## src/rtl/fb_pkg.sv

```systemverilog
// Shared frame-buffer definitions: default geometry, colour layout and the
// rectangle-writer state encoding, shared with the display-side buffer.
package fb_pkg;

   localparam int FB_H_WIDTH    = 200;
   localparam int FB_V_WIDTH    = 600;
   localparam int FB_R_DEPTH    = 2;
   localparam int FB_G_DEPTH    = 2;
   localparam int FB_B_DEPTH    = 2;
   localparam int FB_COLOR_BITS = FB_R_DEPTH + FB_G_DEPTH + FB_B_DEPTH;
   localparam int FB_H_BITS     = 9;
   localparam int FB_V_BITS     = 10;
   localparam int FB_ADDR_BITS  = 17;

   typedef enum logic [1:0] {
      ST_IDLE = 2'd0,
      ST_FILL = 2'd1,
      ST_DONE = 2'd2
   } fb_state_e;

   typedef logic [FB_COLOR_BITS-1:0] fb_color_t;

   typedef struct packed {
      logic [FB_R_DEPTH-1:0] r;
      logic [FB_G_DEPTH-1:0] g;
      logic [FB_B_DEPTH-1:0] b;
   } fb_pixel_t;

   function automatic fb_pixel_t fb_unpack_color(input fb_color_t c);
      return fb_pixel_t'(c);
   endfunction

endpackage

```

## src/rtl/fb_raster_counter.sv

```systemverilog
// Raster walker for one rectangle: x/y position and the running row base
// address, with an end-of-line wrap and a last-pixel flag.
module fb_raster_counter #(
   parameter int H_WIDTH   = 200,
   parameter int H_BITS    = 9,
   parameter int V_BITS    = 10,
   parameter int ADDR_BITS = 17
) (
   input  logic                 clk,
   input  logic                 load_i,
   input  logic [H_BITS-1:0]    x0_i,
   input  logic [V_BITS-1:0]    y0_i,
   input  logic [H_BITS:0]      x_end_i,
   input  logic [V_BITS:0]      y_end_i,
   input  logic [ADDR_BITS-1:0] row_base_i,
   input  logic                 adv_i,
   output logic [H_BITS-1:0]    x_o,
   output logic [ADDR_BITS-1:0] row_base_o,
   output logic                 last_o
);

   localparam logic [ADDR_BITS-1:0] H_STEP = ADDR_BITS'(H_WIDTH);

   logic [H_BITS-1:0]    x0_q, x_q;
   logic [V_BITS-1:0]    y_q;
   logic [H_BITS:0]      x_end_q;
   logic [V_BITS:0]      y_end_q;
   logic [ADDR_BITS-1:0] row_base_q;
   logic                 eol;

   // End bounds are exclusive, so the last column/line is one below them.
   assign eol        = (({1'b0, x_q} + 1'b1) == x_end_q);
   assign last_o     = eol && (({1'b0, y_q} + 1'b1) == y_end_q);
   assign x_o        = x_q;
   assign row_base_o = row_base_q;

   always_ff @(posedge clk) begin
      if (load_i) begin
         x0_q       <= x0_i;
         x_q        <= x0_i;
         y_q        <= y0_i;
         x_end_q    <= x_end_i;
         y_end_q    <= y_end_i;
         row_base_q <= row_base_i;
      end else if (adv_i) begin
         if (eol) begin
            x_q        <= x0_q;
            y_q        <= y_q + 1'b1;
            row_base_q <= row_base_q + H_STEP;
         end else begin
            x_q <= x_q + 1'b1;
         end
      end
   end

endmodule

```

## src/rtl/fb_rect_writer.sv

```systemverilog
// Rectangle-fill engine: clips an accepted command to the frame and streams
// one registered pixel write per allowed cycle in raster order.
module fb_rect_writer
   import fb_pkg::*;
#(
   parameter int H_WIDTH   = FB_H_WIDTH,
   parameter int V_WIDTH   = FB_V_WIDTH,
   parameter int R_DEPTH   = FB_R_DEPTH,
   parameter int G_DEPTH   = FB_G_DEPTH,
   parameter int B_DEPTH   = FB_B_DEPTH,
   parameter int H_BITS    = FB_H_BITS,
   parameter int V_BITS    = FB_V_BITS,
   parameter int ADDR_BITS = FB_ADDR_BITS
) (
   input  logic                                 clk,
   input  logic                                 rst,
   input  logic                                 cmd_valid,
   output logic                                 cmd_ready,
   input  logic [H_BITS-1:0]                    cmd_x0,
   input  logic [V_BITS-1:0]                    cmd_y0,
   input  logic [H_BITS-1:0]                    cmd_w,
   input  logic [V_BITS-1:0]                    cmd_h,
   input  logic [R_DEPTH+G_DEPTH+B_DEPTH-1:0]   cmd_color,
   input  logic                                 wr_allow,
   output logic                                 wr_en,
   output logic [ADDR_BITS-1:0]                 wr_addr,
   output logic [R_DEPTH+G_DEPTH+B_DEPTH-1:0]   wr_data,
   output logic                                 busy,
   output logic                                 done,
   output logic                                 clipped
);

   localparam int COLOR_BITS = R_DEPTH + G_DEPTH + B_DEPTH;
   localparam logic [H_BITS:0]      H_LIM  = (H_BITS+1)'(H_WIDTH);
   localparam logic [V_BITS:0]      V_LIM  = (V_BITS+1)'(V_WIDTH);
   localparam logic [ADDR_BITS-1:0] H_STEP = ADDR_BITS'(H_WIDTH);

   fb_state_e             state_q, state_d;
   logic                  accept, issue, empty, last_pix;
   logic                  clip_x, clip_y;
   logic [H_BITS:0]       x_sum, x_end;
   logic [V_BITS:0]       y_sum, y_end;
   logic [H_BITS-1:0]     x_cur;
   logic [ADDR_BITS-1:0]  row_base_cur, row_base_init, wr_addr_d;
   logic                  wr_en_q, done_q, clipped_q;
   logic [ADDR_BITS-1:0]  wr_addr_q;
   logic [COLOR_BITS-1:0] wr_data_q;

   assign accept = cmd_valid && cmd_ready;
   assign issue  = (state_q == ST_FILL) && wr_allow;

   // Sums carry one extra bit so x0+w / y0+h can never wrap.
   always_comb begin
      x_sum  = {1'b0, cmd_x0} + {1'b0, cmd_w};
      y_sum  = {1'b0, cmd_y0} + {1'b0, cmd_h};
      clip_x = (x_sum > H_LIM);
      clip_y = (y_sum > V_LIM);
      x_end  = clip_x ? H_LIM : x_sum;
      y_end  = clip_y ? V_LIM : y_sum;
      empty  = (cmd_w == '0) || (cmd_h == '0) ||
               ({1'b0, cmd_x0} >= H_LIM) || ({1'b0, cmd_y0} >= V_LIM);
   end

   assign row_base_init = ADDR_BITS'(cmd_y0) * H_STEP;
   assign wr_addr_d     = row_base_cur + ADDR_BITS'(x_cur);

   fb_raster_counter #(
      .H_WIDTH   (H_WIDTH),
      .H_BITS    (H_BITS),
      .V_BITS    (V_BITS),
      .ADDR_BITS (ADDR_BITS)
   ) u_raster (
      .clk        (clk),
      .load_i     (accept),
      .x0_i       (cmd_x0),
      .y0_i       (cmd_y0),
      .x_end_i    (x_end),
      .y_end_i    (y_end),
      .row_base_i (row_base_init),
      .adv_i      (issue),
      .x_o        (x_cur),
      .row_base_o (row_base_cur),
      .last_o     (last_pix)
   );

   always_ff @(posedge clk) begin
      if (rst) state_q <= ST_IDLE;
      else     state_q <= state_d;
   end

   always_comb begin
      state_d = state_q;
      case (state_q)
         ST_IDLE: if (accept) state_d = empty ? ST_DONE : ST_FILL;
         ST_FILL: if (issue && last_pix) state_d = ST_DONE;
         ST_DONE: state_d = ST_IDLE;
         default: state_d = ST_IDLE;
      endcase
   end

   // done trails the DONE state by a register, so hold off acceptance for it too.
   always_comb begin
      cmd_ready = (state_q == ST_IDLE) && !done_q && !rst;
      busy      = (state_q != ST_IDLE);
   end

   always_ff @(posedge clk) begin
      if (rst) begin
         wr_en_q   <= 1'b0;
         done_q    <= 1'b0;
         clipped_q <= 1'b0;
         wr_addr_q <= '0;
         wr_data_q <= '0;
      end else begin
         wr_en_q <= issue;
         done_q  <= (state_q == ST_DONE);
         if (accept) begin
            clipped_q <= empty || clip_x || clip_y;
            wr_data_q <= cmd_color;
         end
         if (issue) wr_addr_q <= wr_addr_d;
      end
   end

   assign wr_en   = wr_en_q;
   assign wr_addr = wr_addr_q;
   assign wr_data = wr_data_q;
   assign done    = done_q;
   assign clipped = clipped_q;

endmodule

```

## config.mk

```make
export PLATFORM = sky130hd
export DESIGN_NAME = fb_rect_writer
export DESIGN_NICKNAME = d
export VERILOG_FILES = /design/src/rtl/fb_pkg.sv /design/src/rtl/fb_raster_counter.sv /design/src/rtl/fb_rect_writer.sv
export SDC_FILE = /design/constraint.sdc
export NUM_CORES = 1
export LEC_CHECK = 0
export CAP_MARGIN = 20
export CORE_ASPECT_RATIO = 2
export CORE_MARGIN = 3
export CORE_UTILIZATION = 52
export DETAILED_ROUTE_END_ITERATION = 10
export PLACE_DENSITY = 0.78
export SYNTH_ARGS = -nofsm -noshare
export SYNTH_HDL_FRONTEND = slang
export SYNTH_SLANG_ARGS = --single-unit
```

## constraint.sdc

```tcl
create_clock -name clk -period 3.2 [get_ports clk]
set_input_delay 0.64 -clock clk [delete_from_list [all_inputs] [get_ports clk]]
set_output_delay 0.64 -clock clk [all_outputs]
set_load 0.02 [all_outputs]
```

Word-level counts from Yosys, hierarchy flattened
Cells that the tools add are included.
{"block": "totals", "out_inout_bits": 28, "regBits": 94}
{"block": "op_classes", "n_mul": 1, "n_addsub": 8, "magnitude_cmp": 4, "n_reduce_logical": 22, "muxes": 13, "n_eq_ne": 6}
{"operator": "17-bit 2-to-1 mux", "count": 3}
{"operator": "10-bit 2-to-1 mux", "count": 3}
{"operator": "9-bit 2-to-1 mux", "count": 3}
{"operator": "17-bit by 8-bit adder with 17-bit output, second input constant", "count": 1}
{"operator": "17-bit by 9-bit adder with 17-bit output", "count": 1}
{"operator": "10-bit by 5-bit multiplier with 14-bit output, second input constant", "count": 1}
{"operator": "10-bit by 1-bit adder with 11-bit output, second input constant", "count": 1}
{"operator": "10-bit by 10-bit adder with 11-bit output", "count": 1}
{"operator": "11-bit == test", "count": 1}
{"operator": "11-bit by 10-bit > comparator with 1-bit output, second input constant", "count": 1}
{"operator": "10-bit by 1-bit adder with 10-bit output, second input constant", "count": 1}
{"operator": "9-bit by 1-bit adder with 10-bit output, second input constant", "count": 1}
{"operator": "9-bit by 9-bit adder with 10-bit output", "count": 1}
{"operator": "10-bit == test", "count": 1}
{"operator": "10-bit greater-or-equal comparator, second input constant", "count": 1}
{"operator": "10-bit by 8-bit > comparator with 1-bit output, second input constant", "count": 1}
{"operator": "10-bit zero test", "count": 1}
{"operator": "9-bit by 1-bit adder with 9-bit output, second input constant", "count": 1}
{"operator": "9-bit by 8-bit greater-or-equal comparator with 1-bit output, second input constant", "count": 1}
{"operator": "9-bit zero test", "count": 1}
{"operator": "1-bit logical AND", "count": 6}
{"operator": "2-bit 2-to-1 mux", "count": 3}
{"operator": "2-bit AND reduction", "count": 3}
{"operator": "2-bit nonzero test", "count": 3}
{"operator": "8 further kinds", "count": 13}

Longest topological paths before layout
{"block": "logic_depth", "word_depth": 7, "mapped_depth": 14}

Hierarchy
Synthesis repeated with hierarchy kept, for this count alone.
{"block": "unflattened", "hier_cells": 695, "hier_area_um2": 6825.3}
{"mod": "fb_raster_counter", "area_per_inst_um2": 3460.8, "seq_area_each_um2": 1981.9, "cells_per_inst": 285, "n_inst": 1}
{"mod": "fb_rect_writer", "area_per_inst_um2": 3364.5, "seq_area_each_um2": 560.5, "cells_per_inst": 410, "n_inst": 1}

Least setup slack after synthesis
No wires, ideal clock.
{"block": "synth_path", "path_kind": "register to register", "startpoint": "register u_raster.x_q[0], in the netlist u_raster.x_o[0]", "endpoint": "register u_raster.row_base_q[10], in the netlist u_raster.row_base_o[10], enable pin", "path_stages_with_launch": 9, "setup_slack_ps": -332, "arrival_ps": 3124, "setup_time_ps": 408, "path_buffers": 1, "t_required_ps": 2792, "synth_period_minus_slack_ps": 3532, "path_cell_list": "edfxtp_1 > ha_1 > xor3_1 > nor3_2 > o41ai_2 > nor4_2 > o211ai_2 > buf_6 > o21ai_1"}
{"block": "synth_between", "elab_chain_len": 4}
{"element": "start: declaration", "line_no": "fb_raster_counter.sv:24", "rtl": "logic [H_BITS-1:0] x0_q, x_q;"}
{"element": "start signal: assignment", "line_no": "fb_raster_counter.sv:40", "rtl": "x_q <= x0_i;"}
{"element": "start signal: assignment", "line_no": "fb_raster_counter.sv:47", "rtl": "x_q <= x0_q;"}
{"element": "start signal: assignment", "line_no": "fb_raster_counter.sv:51", "rtl": "x_q <= x_q + 1'b1;"}
{"element": "9-bit by 1-bit adder with 10-bit output", "line_no": "fb_raster_counter.sv:32", "rtl": "assign eol = (({1'b0, x_q} + 1'b1) == x_end_q);"}
{"element": "10-bit == test", "line_no": "fb_raster_counter.sv:32"}
{"element": "2-bit nonzero test (no source line)"}
{"element": "2-bit AND reduction (no source line)"}
{"element": "end signal: assignment", "line_no": "fb_raster_counter.sv:44", "rtl": "row_base_q <= row_base_i;"}
{"element": "end signal: assignment", "line_no": "fb_raster_counter.sv:49", "rtl": "row_base_q <= row_base_q + H_STEP;"}
{"element": "end: declaration", "line_no": "fb_raster_counter.sv:28", "rtl": "logic [ADDR_BITS-1:0] row_base_q;"}
No other way between the ends.
A chain may end at the register's enable or synchronous reset.

Final worst setup path
{"block": "layout_path", "startpoint": "input port cmd_y0[1]", "endpoint": "register u_raster.row_base_q[15], in the netlist u_raster.row_base_o[15], data pin"}
{"block": "layout_between", "elab_chain_len": 2}
{"element": "start: declaration", "line_no": "fb_rect_writer.sv:20", "rtl": "input logic [V_BITS-1:0] cmd_y0,"}
{"element": "10-bit by 5-bit multiplier with 14-bit output", "line_no": "fb_rect_writer.sv:64", "rtl": "assign row_base_init = ADDR_BITS'(cmd_y0) * H_STEP;"}
{"element": "17-bit 2-to-1 mux", "line_no": "fb_raster_counter.sv:38", "rtl": "if (load_i) begin"}
No other way between the ends.

==> metrics <==
DRC errors left=0; final period utilization=a little over nine tenths; via count=5722; CP startpoint=cmd_y0[1]; crit path launch type=input port; R2R Setup Slk=about 0.29 ns; Net Switching=between 1 and 1.5 mW; reg2reg start=u_raster.x_o[0]; Internal=approximately 2.6 mW; storage element area=between 0.002 and 0.0025 mm2; sw frac=between 20% and 30%; CP required=around 3.3 ns; proportion of layout cells with a drive suffix above 1=between 15 and 20%; worst flop-to-flop path endpoint=u_raster.x_o[7]; most frequent cells in the layout=67 x clkdlybuf4s50_1, 67 x buf_4, 65 x nand2_1; register area share after synthesis=a little under two fifths; Iter 0 DRT Violations=323; CTS Sinks=91; CTS Buf Count=9; Setup TNS Final=0 ns; RSZ-0062 raised after global routing=no; cell depth of the worst min-delay path=2; FP Rows=57; Hold Path Sink=wr_data[5]; post-synthesis cell type count=about 60; Fin Hold WS=approximately 0.46 ns; Die Width=84.8 um; vias in the first global route=approximately 6000; Post-Place Cells=approximately 950; Leak=3.39 nW; status=finished, final reports clean; Synth async-reset ratio=0%; register bit count reported by yosys=91; PwrDens=442 mW/mm2; Least-Margin Pin Slew=roughly 0.62 ns; Max Root-Sink Buffers=2; Synth Warn #=0; worst setup margin=between 0.06 and 0.07 ns; drt first pass iters=6; Setup Viol. Count Final=0; Synth Area per Inst=roughly 9.5 um2; initial antenna violation count=0; peak supply drop=442 uV; first-pass GRT wire length=approximately 29 mm; largest net degree at the start of global routing=40; total gr overflow=0; Overall Global Routing Usage=26.3%; DP Wirelength=approximately 14 mm; Fillers=~900; mapped cell area=between 0.006 and 0.007 mm2; I/O pin cnt=76; clk root buf=clkbuf_16; max-cap violation count=0; EDFF count, synth=63; worst reg2reg path depth=9; post-layout minimum cycle time=roughly 3.1 ns; Cells after Synth=roughly 680; dpl ws=-0.821 ns; Setup CP Type=input port to flip-flop; clock share of power=about 30%; initial core utilization=between 50% and 60%; Layout Nets=941; post-route ant nets=0; hold crit path type=flip-flop to flip-flop; Slew HR=between 50% and 60%; Die Footprint=0.0139 mm2; CTS tree=done; Buffers on Ports=75; fin cells=971; Final Skew=approximately 0.011 ns; Fmax=approximately 320 MHz; diode count=0; worst-path fanout max=4; GP Congestion=~0.93; final hold vios=0; Top FF cell, synth=edfxtp_1; CORE AREA=approximately 0.012 mm2; Comb pwr share=31.7%; critical path arrival=~3.2 ns; sequential share of power=a little under two fifths; multi-input logic area=roughly 0.004 mm2; DIE HEIGHT=~160 um; Total Wirelength=18.0 mm; routed vias/inst=approximately 6; CTS clock-pin slew for the worst setup and hold paths=roughly 0.06 ns; final max-slew violation count=0; Clk Latency, worst-skew pair=approximately 0.34 ns; Wirelength per Cell=roughly 19 um; Crit. End Element=flip-flop; Hold Crit Start=wr_data[5]; Area growth, synth to finish=30.3%; CTS H-tree lvls=3
[critical path, cell delays in order]
cell      delay [ns]
buf_2           0.17
buf_4           0.15
inv_1           0.04
ha_1            0.27
ha_1            0.28
ha_1            0.23
fa_2            0.36
a21o_1          0.17
a21oi_2         0.16
o21bai_2        0.12
a21oi_4         0.16
o21bai_2        0.10
nor4_2          0.27
nor3b_1         0.08
[how the worst max path moves through the flow]
stage                               to  slack, ns  cells past startpoint
2_1_floorplan  u_raster.row_base_o[15]      0.002                     13
3_3_place_gp   u_raster.row_base_o[16]      -0.72                     13
3_5_place_dp   u_raster.row_base_o[15]      -0.82                     14
4_1_cts        u_raster.row_base_o[16]       0.01                     13
5_1_grt            u_raster.x_end_q[3]       0.01                     11
6_report       u_raster.row_base_o[15]       0.07                     14
[timing repair]
action,4_1_cts,5_1_grt
endpoints found under the hold margin,0,0
setup buffers,1,2
gates resized for setup,28,26
setup endpoints to repair,14,14
hold buffers,0,0
cloned,0,0
pin swaps,6,14
[cell type report]
type | count | share of cell area [%]
Timing Repair Buffer | 146 | 15.8
Clock buffer | 13 | 3.62
Tap cell | 147 | 2.19
Multi-Input combinational cell | 530 | 47.1
Clock inverter | 3 | 0.283
Inverter | 41 | 1.83
Sequential cell | 91 | 29.2
[cell usage after synthesis (2+ instances only)]
library cell	instances	share of area, %
or4_1	4	0.47
nor2b_1	5	0.48
o31ai_1	4	0.47
xor2_1	30	4.1
o21ai_1	6	0.47
a311oi_1	3	0.41
o21bai_1	6	0.70
nand4_1	8	0.78
or3_1	6	0.58
nor2_1	61	3.5
ha_1	66	13
fa_1	8	2.5
nand3_1	19	1.5
inv_1	41	2.4
o41ai_2	2	0.50
and2_1	8	0.78
xor3_1	2	0.74
a211oi_1	11	1.3
nand2b_1	4	0.39
nor3_1	22	1.7
nor3b_1	6	0.70
buf_2	2	0.16
or2_2	3	0.29
clkbuf_1	18	1.0
nand2_1	65	3.8
nor4_1	8	0.78
xnor2_1	41	5.6
mux2i_1	9	1.4
a21oi_1	48	3.7
o21a_1	7	0.81
a31oi_1	5	0.48
o211ai_1	2	0.23
dfxtp_1	28	8.7
edfxtp_1	63	29
a21o_1	6	0.70
o21ai_0	26	2.0
a21boi_0	2	0.23
and3_1	3	0.29
[power groups by stage]
stage               Sequential [mW]  Clock, mW  Combinational (mW)
floorplan                      1.43          0               0.640
global placement               1.43          0                1.03
detailed placement             1.44          0                1.08
CTS                            1.41       1.13                1.13
global route                   1.42       1.18                1.29
finish                         1.42       1.12                1.18
[per-stage QoR]
step           area [um2]  total power [mW]  util [%]
6_report             8410              3.71      69.3
5_1_grt              8410              3.89      69.3
4_1_cts              8320              3.67      68.6
3_5_place_dp         7890              2.51      65.1
3_3_place_gp         7890              2.47      65.1
2_1_floorplan        6480              2.07         -
[layer usage]
layer | track usage [%] | wire [um] | vias to the layer above
li1 | - | - | 2717
met1 | 24.2 | 5960 | 2729
met4 | 18.4 | 1360 | 0
met2 | 51.5 | 10100 | 191
met5 | 0 | 0 | -
met3 | 2.93 | 626 | 85
[registers in the layout, indices dropped and copies added, names as in the netlist]
name,flops
u_raster.row_base_o,14
u_raster.y_end_q,11
u_raster.x0_q,9
wr_data,6
wr_addr,17
state_q,2
u_raster.y_q,10
wr_en,1
done,1
u_raster.x_end_q,10
u_raster.x_o,9
clipped,1
[cell families (layout without fill, tap and decap cells)]
kind of cell / count (synthesis) / in the layout / share of synthesized area, %
simple gates: 229 / 229 / 17.0
compound gates: 142 / 142 / 14.1
flops: 91 / 91 / 38.0
fa+ha+maj: 74 / 74 / 15.3
xor+xnor: 73 / 73 / 10.4
buf+inv: 62 / 203 / 3.76
mux: 9 / 9 / 1.40
other cells: 1 / 3 / 0.0581
(Power assumes the default switching activity.)
